### src/rtl/bitcoin_pkg.sv
// Shared types for the SHA-256 nonce scheduler: FSM/core states and digest layout.
package bitcoin_pkg;

  typedef enum logic [0:0] {StIdle, StRun} sched_state_e;

  typedef enum logic [1:0] {CoreFree, CoreBusy, CoreHeld} core_stat_e;

  localparam int unsigned WORDS_PER_DIGEST = 8;

  // Element [7] holds h0 (bits [255:224]) and element [0] holds h7.
  typedef logic [WORDS_PER_DIGEST-1:0][31:0] digest_t;

  // Return digest word h_k.
  function automatic logic [31:0] digest_word(input digest_t d, input logic [2:0] k);
    return d[3'd7 - k];
  endfunction

endpackage

### src/rtl/sha256_nonce_scheduler_rr_arbiter.sv
// Round-robin arbiter: grants the first requester at or after the pointer; the pointer
// moves to one past the granted index when advance is asserted.
module rr_arbiter #(
  parameter int unsigned N = 4
) (
  input  logic         clk,
  input  logic         reset_n,
  input  logic [N-1:0] req,
  input  logic         advance,
  output logic [N-1:0] grant,
  output logic         grant_valid
);

  localparam int unsigned IdxW = (N > 1) ? $clog2(N) : 1;

  logic [IdxW-1:0] ptr_q, ptr_d;
  logic [IdxW-1:0] gidx;
  logic [IdxW-1:0] idx;

  // Search requesters starting at the pointer and compute the next pointer.
  always_comb begin
    grant       = '0;
    grant_valid = 1'b0;
    gidx        = '0;
    idx         = '0;
    for (int unsigned off = 0; off < N; off++) begin
      idx = IdxW'((32'(ptr_q) + off) % N);
      if (!grant_valid && req[idx]) begin
        grant_valid = 1'b1;
        gidx        = idx;
      end
    end
    if (grant_valid) begin
      grant[gidx] = 1'b1;
    end
    ptr_d = ptr_q;
    if (advance && grant_valid) begin
      ptr_d = (gidx == IdxW'(N - 1)) ? '0 : gidx + IdxW'(1);
    end
  end

  // Pointer register.
  always_ff @(posedge clk or negedge reset_n) begin
    if (!reset_n) begin
      ptr_q <= '0;
    end else begin
      ptr_q <= ptr_d;
    end
  end

endmodule

### src/rtl/sha256_nonce_scheduler.sv
// Nonce sweep scheduler: launches nonces on free hash cores, latches returned digests and
// writes each digest as 8 words at output_addr + 8*nonce + k through one write port.
module sha256_nonce_scheduler
  import bitcoin_pkg::*;
#(
  parameter int unsigned N_CORES    = 4,
  parameter int unsigned NUM_NONCES = 16,
  parameter int unsigned NONCE_W    = 32
) (
  input  logic                            clk,
  input  logic                            reset_n,
  input  logic                            start,
  input  logic [15:0]                     output_addr,
  output logic                            done,
  output logic [N_CORES-1:0]              core_start,
  output logic [N_CORES-1:0][NONCE_W-1:0] core_nonce,
  input  logic [N_CORES-1:0]              core_done,
  input  logic [N_CORES-1:0][255:0]       core_hash,
  output logic                            mem_we,
  output logic [15:0]                     mem_addr,
  output logic [31:0]                     mem_write_data,
  output logic                            protocol_err
);

  localparam int unsigned CoreW = (N_CORES > 1) ? $clog2(N_CORES) : 1;
  localparam logic [NONCE_W-1:0] NumNonces = NONCE_W'(NUM_NONCES);

  sched_state_e       state_q, state_d;
  logic [15:0]        base_q, base_d;
  logic [NONCE_W-1:0] next_nonce_q, next_nonce_d;
  core_stat_e         stat_q [N_CORES];
  core_stat_e         stat_d [N_CORES];
  logic [NONCE_W-1:0] nonce_q [N_CORES];
  logic [NONCE_W-1:0] nonce_d [N_CORES];
  digest_t            dig_q [N_CORES];
  digest_t            dig_d [N_CORES];
  logic               wr_busy_q, wr_busy_d;
  logic [CoreW-1:0]   wr_core_q, wr_core_d;
  logic [2:0]         wr_cnt_q, wr_cnt_d;
  logic               perr_q, perr_d;

  logic [N_CORES-1:0] held, grant;
  logic               grant_valid, advance;
  logic [CoreW-1:0]   grant_idx, launch_idx, wr_sel;
  logic               launch_found, any_active;
  logic [2:0]         wr_k;

  rr_arbiter #(.N(N_CORES)) u_arb (
    .clk        (clk),
    .reset_n    (reset_n),
    .req        (held),
    .advance    (advance),
    .grant      (grant),
    .grant_valid(grant_valid)
  );

  // Core status summary and one-hot grant decode.
  always_comb begin
    held       = '0;
    grant_idx  = '0;
    any_active = 1'b0;
    for (int unsigned i = 0; i < N_CORES; i++) begin
      held[i] = (stat_q[i] == CoreHeld);
      if (stat_q[i] != CoreFree) any_active = 1'b1;
      if (grant[i]) grant_idx = CoreW'(i);
    end
  end

  // Sweep FSM, dispatch, digest capture and write-back sequencing.
  always_comb begin
    state_d        = state_q;
    base_d         = base_q;
    next_nonce_d   = next_nonce_q;
    stat_d         = stat_q;
    nonce_d        = nonce_q;
    dig_d          = dig_q;
    wr_busy_d      = wr_busy_q;
    wr_core_d      = wr_core_q;
    wr_cnt_d       = wr_cnt_q;
    perr_d         = perr_q;
    core_start     = '0;
    advance        = 1'b0;
    mem_we         = 1'b0;
    mem_addr       = '0;
    mem_write_data = '0;
    launch_found   = 1'b0;
    launch_idx     = '0;
    wr_sel         = wr_core_q;
    wr_k           = wr_cnt_q;
    for (int unsigned i = 0; i < N_CORES; i++) begin
      core_nonce[i] = nonce_q[i];
    end

    // A done pulse is only meaningful from a busy core; anything else is flagged and dropped.
    for (int unsigned i = 0; i < N_CORES; i++) begin
      if (core_done[i]) begin
        if (stat_q[i] == CoreBusy) begin
          stat_d[i] = CoreHeld;
          dig_d[i]  = core_hash[i];
        end else begin
          perr_d = 1'b1;
        end
      end
    end

    unique case (state_q)
      StIdle: begin
        base_d       = output_addr;
        next_nonce_d = '0;
        if (start) begin
          state_d = StRun;
          perr_d  = 1'b0;
        end
      end
      StRun: begin
        for (int unsigned i = 0; i < N_CORES; i++) begin
          if (!launch_found && stat_q[i] == CoreFree) begin
            launch_found = 1'b1;
            launch_idx   = CoreW'(i);
          end
        end
        if (launch_found && next_nonce_q < NumNonces) begin
          core_start[launch_idx] = 1'b1;
          core_nonce[launch_idx] = next_nonce_q;
          nonce_d[launch_idx]    = next_nonce_q;
          stat_d[launch_idx]     = CoreBusy;
          next_nonce_d           = next_nonce_q + NONCE_W'(1);
        end

        // Word 0 goes out in the grant cycle itself, so back-to-back digests stay contiguous.
        if (wr_busy_q || grant_valid) begin
          wr_sel         = wr_busy_q ? wr_core_q : grant_idx;
          wr_k           = wr_busy_q ? wr_cnt_q : 3'd0;
          advance        = !wr_busy_q;
          mem_we         = 1'b1;
          mem_addr       = base_q + 16'(nonce_q[wr_sel] << 3) + 16'(wr_k);
          mem_write_data = digest_word(dig_q[wr_sel], wr_k);
          if (wr_k == 3'd7) begin
            wr_busy_d      = 1'b0;
            wr_cnt_d       = '0;
            stat_d[wr_sel] = CoreFree;
          end else begin
            wr_busy_d = 1'b1;
            wr_core_d = wr_sel;
            wr_cnt_d  = wr_k + 3'd1;
          end
        end

        if (next_nonce_q == NumNonces && !any_active && !wr_busy_q) begin
          state_d = StIdle;
        end
      end
      default: state_d = StIdle;
    endcase
  end

  // State registers; reset aborts any sweep in progress.
  always_ff @(posedge clk or negedge reset_n) begin
    if (!reset_n) begin
      state_q      <= StIdle;
      base_q       <= '0;
      next_nonce_q <= '0;
      wr_busy_q    <= 1'b0;
      wr_core_q    <= '0;
      wr_cnt_q     <= '0;
      perr_q       <= 1'b0;
      for (int unsigned i = 0; i < N_CORES; i++) begin
        stat_q[i]  <= CoreFree;
        nonce_q[i] <= '0;
        dig_q[i]   <= '0;
      end
    end else begin
      state_q      <= state_d;
      base_q       <= base_d;
      next_nonce_q <= next_nonce_d;
      wr_busy_q    <= wr_busy_d;
      wr_core_q    <= wr_core_d;
      wr_cnt_q     <= wr_cnt_d;
      perr_q       <= perr_d;
      stat_q       <= stat_d;
      nonce_q      <= nonce_d;
      dig_q        <= dig_d;
    end
  end

  assign done         = (state_q == StIdle);
  assign protocol_err = perr_q;

endmodule
### config.mk
export PLATFORM = sky130hd
export DESIGN_NAME = sha256_nonce_scheduler
export DESIGN_NICKNAME = d
export VERILOG_FILES = /design/src/rtl/bitcoin_pkg.sv /design/src/rtl/sha256_nonce_scheduler_rr_arbiter.sv /design/src/rtl/sha256_nonce_scheduler.sv
export SDC_FILE = /design/constraint.sdc
export NUM_CORES = 2
export LEC_CHECK = 0
export CAP_MARGIN = 20
export CELL_PAD_IN_SITES_DETAIL_PLACEMENT = 1
export CELL_PAD_IN_SITES_GLOBAL_PLACEMENT = 1
export CORE_AREA = 8 8 479 481
export DETAILED_ROUTE_END_ITERATION = 6
export DIE_AREA = 0 0 487 489
export PLACE_DENSITY_LB_ADDON = 0.1
export RECOVER_POWER = 50
export SLEW_MARGIN = 20
export SYNTH_ARGS = -nofsm -noshare
export SYNTH_HDL_FRONTEND = slang
export SYNTH_HIERARCHICAL = 1
export SYNTH_SLANG_ARGS = --single-unit
### constraint.sdc
create_clock -name clk -period 15.7 [get_ports clk]
set_input_delay 2.355 -clock clk [delete_from_list [all_inputs] [get_ports clk]]
set_output_delay 2.355 -clock clk [all_outputs]
set_load 0.1 [all_outputs]
==> run_results.csv <==
group,metric,value,unit
hold_path,min_path_type,"reg2reg",
clock_network,cts_root_buf,"clkbuf_16",
die,rows,173,
layout,most-common-layout-cells,"1215 x dfrtp_1, 1213 x clkdlybuf4s50_1, 1041 x mux2_2",
die,dieArea,238000,um2
sta,period_needed,11.62,ns
sta,tns,0,ns
logic_synthesis,synth_cells,4099,
power_and_ir_drop,cellLeakagePower,31.1,nW
layout,layout.nets,6335,
grt,busiest_layer,"met2",
clock_network,clk_path_buf_depth,3,
grt,grt_first_pass_wirelength,393000,um
layout,postLayoutCoreUtil,0.336,
worst_setup_path,crit_type,"in2async",
routing,drt_iter0_markers,2038,
routing,routed_wl,291000,um
grt,grt_use_met1,0.281,
routing,drtAntennaViolNets,0,
clock_network,path_clk_slew,0.05,ns
die,start_util,0.242,
clock_network,clk-insertion-delay-late,0.80,ns
worst_setup_path,crit_path_end_kind,"asynchronous set/reset pin",
sta,setup_viol,0,
sta,finalCritPeriodShare,0.740,
layout,drive_gt1_frac,0.263,
worst_setup_path,required,16.50,ns
placement,place_congestion,0.824,
placement,place_area,69100,um2
clock_network,cts.sinks,1218,
power_and_ir_drop,ir_drop,0.000345,V
clock_network,cts_setup_buffers,0,
power_and_ir_drop,p_per_area,252,nW/um2
worst_setup_path,worstSetupStartpointType,"input pin",
power_and_ir_drop,fin_total_pwr,18.7,mW
sta,slew_headroom,-3.18,
routing,wl_per_cell,34.5,um
grt,grt_max_degree,162,
clock_network,cts-resized-gates,0,
die,core_area,221000,um2
sta,hold_viol_final,0,
layout,fin_area,74400,um2
grt,grt_util_met2,0.403,
grt,grt_util_all_layers,0.237,
logic_synthesis,syn_area,53600,um2
layout,final_common_cell,"dfrtp_1",
sta,tightest_slew,6.27,ns
die,io_pins,1230,
logic_synthesis,avgSynthCellArea,13.1,um2
die,die_w,487,um
layout,fillerInstances,23600,
grt,grt_pass1_vias,44500,
placement,dp.cells,8081,
die,die_h,489,um
logic_synthesis,yosys_warnings,6,
routing,drc_errors,0,
routing,drt-vias-per-instance,4.87,
clock_network,holdBufCountCts,0,
placement,io_buffer_count,1229,
sta,skew,0.0240,ns
sta,fmax,86.1,MHz
worst_setup_path,arrival,12.42,ns
grt,antenna_found_initial,263,
sta,slew_viol_final,1003,
clock_network,cts-buffers-inserted,154,
placement,dpl.hpwl,220000,um
outcome,violations,"capacitance limit, slew limit",
clock_network,cts_tree,"done",
layout,area_growth_syn_to_layout,38.8,%
job,drv_cap,17,
layout,stdcell_count,8455,
grt,grt_use_met3,0.0716,
worst_setup_path,cp_max_fo,142,
grt,grt-ovfl-total,0,
sta,rsz0062_at_grt,"false",
clock_network,htreeDepth,4,
routing,firstDrtPassIters,4,
outcome,status,"complete, but fails checks",
routing,vias,41200,
logic_synthesis,syn_nets,5172,
-- sequential cells by signal, indices dropped and copies added (netlist names) --
signal / count
dig_q: 1024
nonce_q: 128
next_nonce_q: 32
base_q: 16
stat_q: 8
wr_cnt_q: 3
u_arb/ptr_q: 2
wr_core_q: 2
protocol_err: 1
state_q: 1
wr_busy_q: 1
-- metrics by stage --
step	hold WS (ns)	worst slack [ns]
after global routing	0.489	2.46
after detailed placement	0.462	5.67
final	0.478	4.08
after global placement	0.460	5.68
after CTS	0.480	4.77
after floorplan	0.444	6.66
-- cell type report --
| cell class | count | area [um2] | share of cell area |
|---|---|---|---|
| sequential | 1218 | 30500 | 0.410 |
| multi-input combinational | 2540 | 21700 | 0.291 |
| timing repair buffer | 1329 | 13000 | 0.175 |
| clock buffer | 237 | 4670 | 0.0628 |
| tap | 2975 | 3720 | 0.0500 |
| clock inverter | 45 | 495 | 0.00666 |
| antenna | 92 | 230 | 0.00309 |
| inverter | 19 | 81.3 | 0.00109 |
-- path summary, 6_finish.rpt --
kind / start / to / slack, ns / cells past startpoint
setup / recovery: reset_n / dig_q[554] / 4.08 / 4
hold / removal: nonce_q[15] / nonce_q[15] / 0.48 / 1
setup reg to reg: state_q / nonce_q[2] / 9.40 / 6
hold reg to reg: nonce_q[15] / nonce_q[15] / 0.48 / 1
max in group clk: state_q / core_nonce[97] / 4.84 / 7
min in group asynchronous: reset_n / nonce_q[117] / 3.90 / 1
-- per-layer routing --
metal | share of wire | wire length (um)
met1 | 0.40 | 115000
met2 | 0.49 | 143000
met3 | 0.071 | 20600
met4 | 0.038 | 11200
met5 | 0.0032 | 929
-- worst max-delay path, cell delays in order --
cell and delay (ns):
clkbuf_1 4.29, clkbuf_1 2.27, clkbuf_2 2.45, buf_12 0.63
-- where the power goes --
part | switching, mW | leakage, nW | internal, mW
clock | 1.51 | 2.54 | 2.14
combinational | 6.49 | 13.5 | 3.15
sequential | 0.920 | 15.1 | 4.51
total | 8.92 | 31.1 | 9.80
No activity file was read; power rests on OpenSTA's default activity.
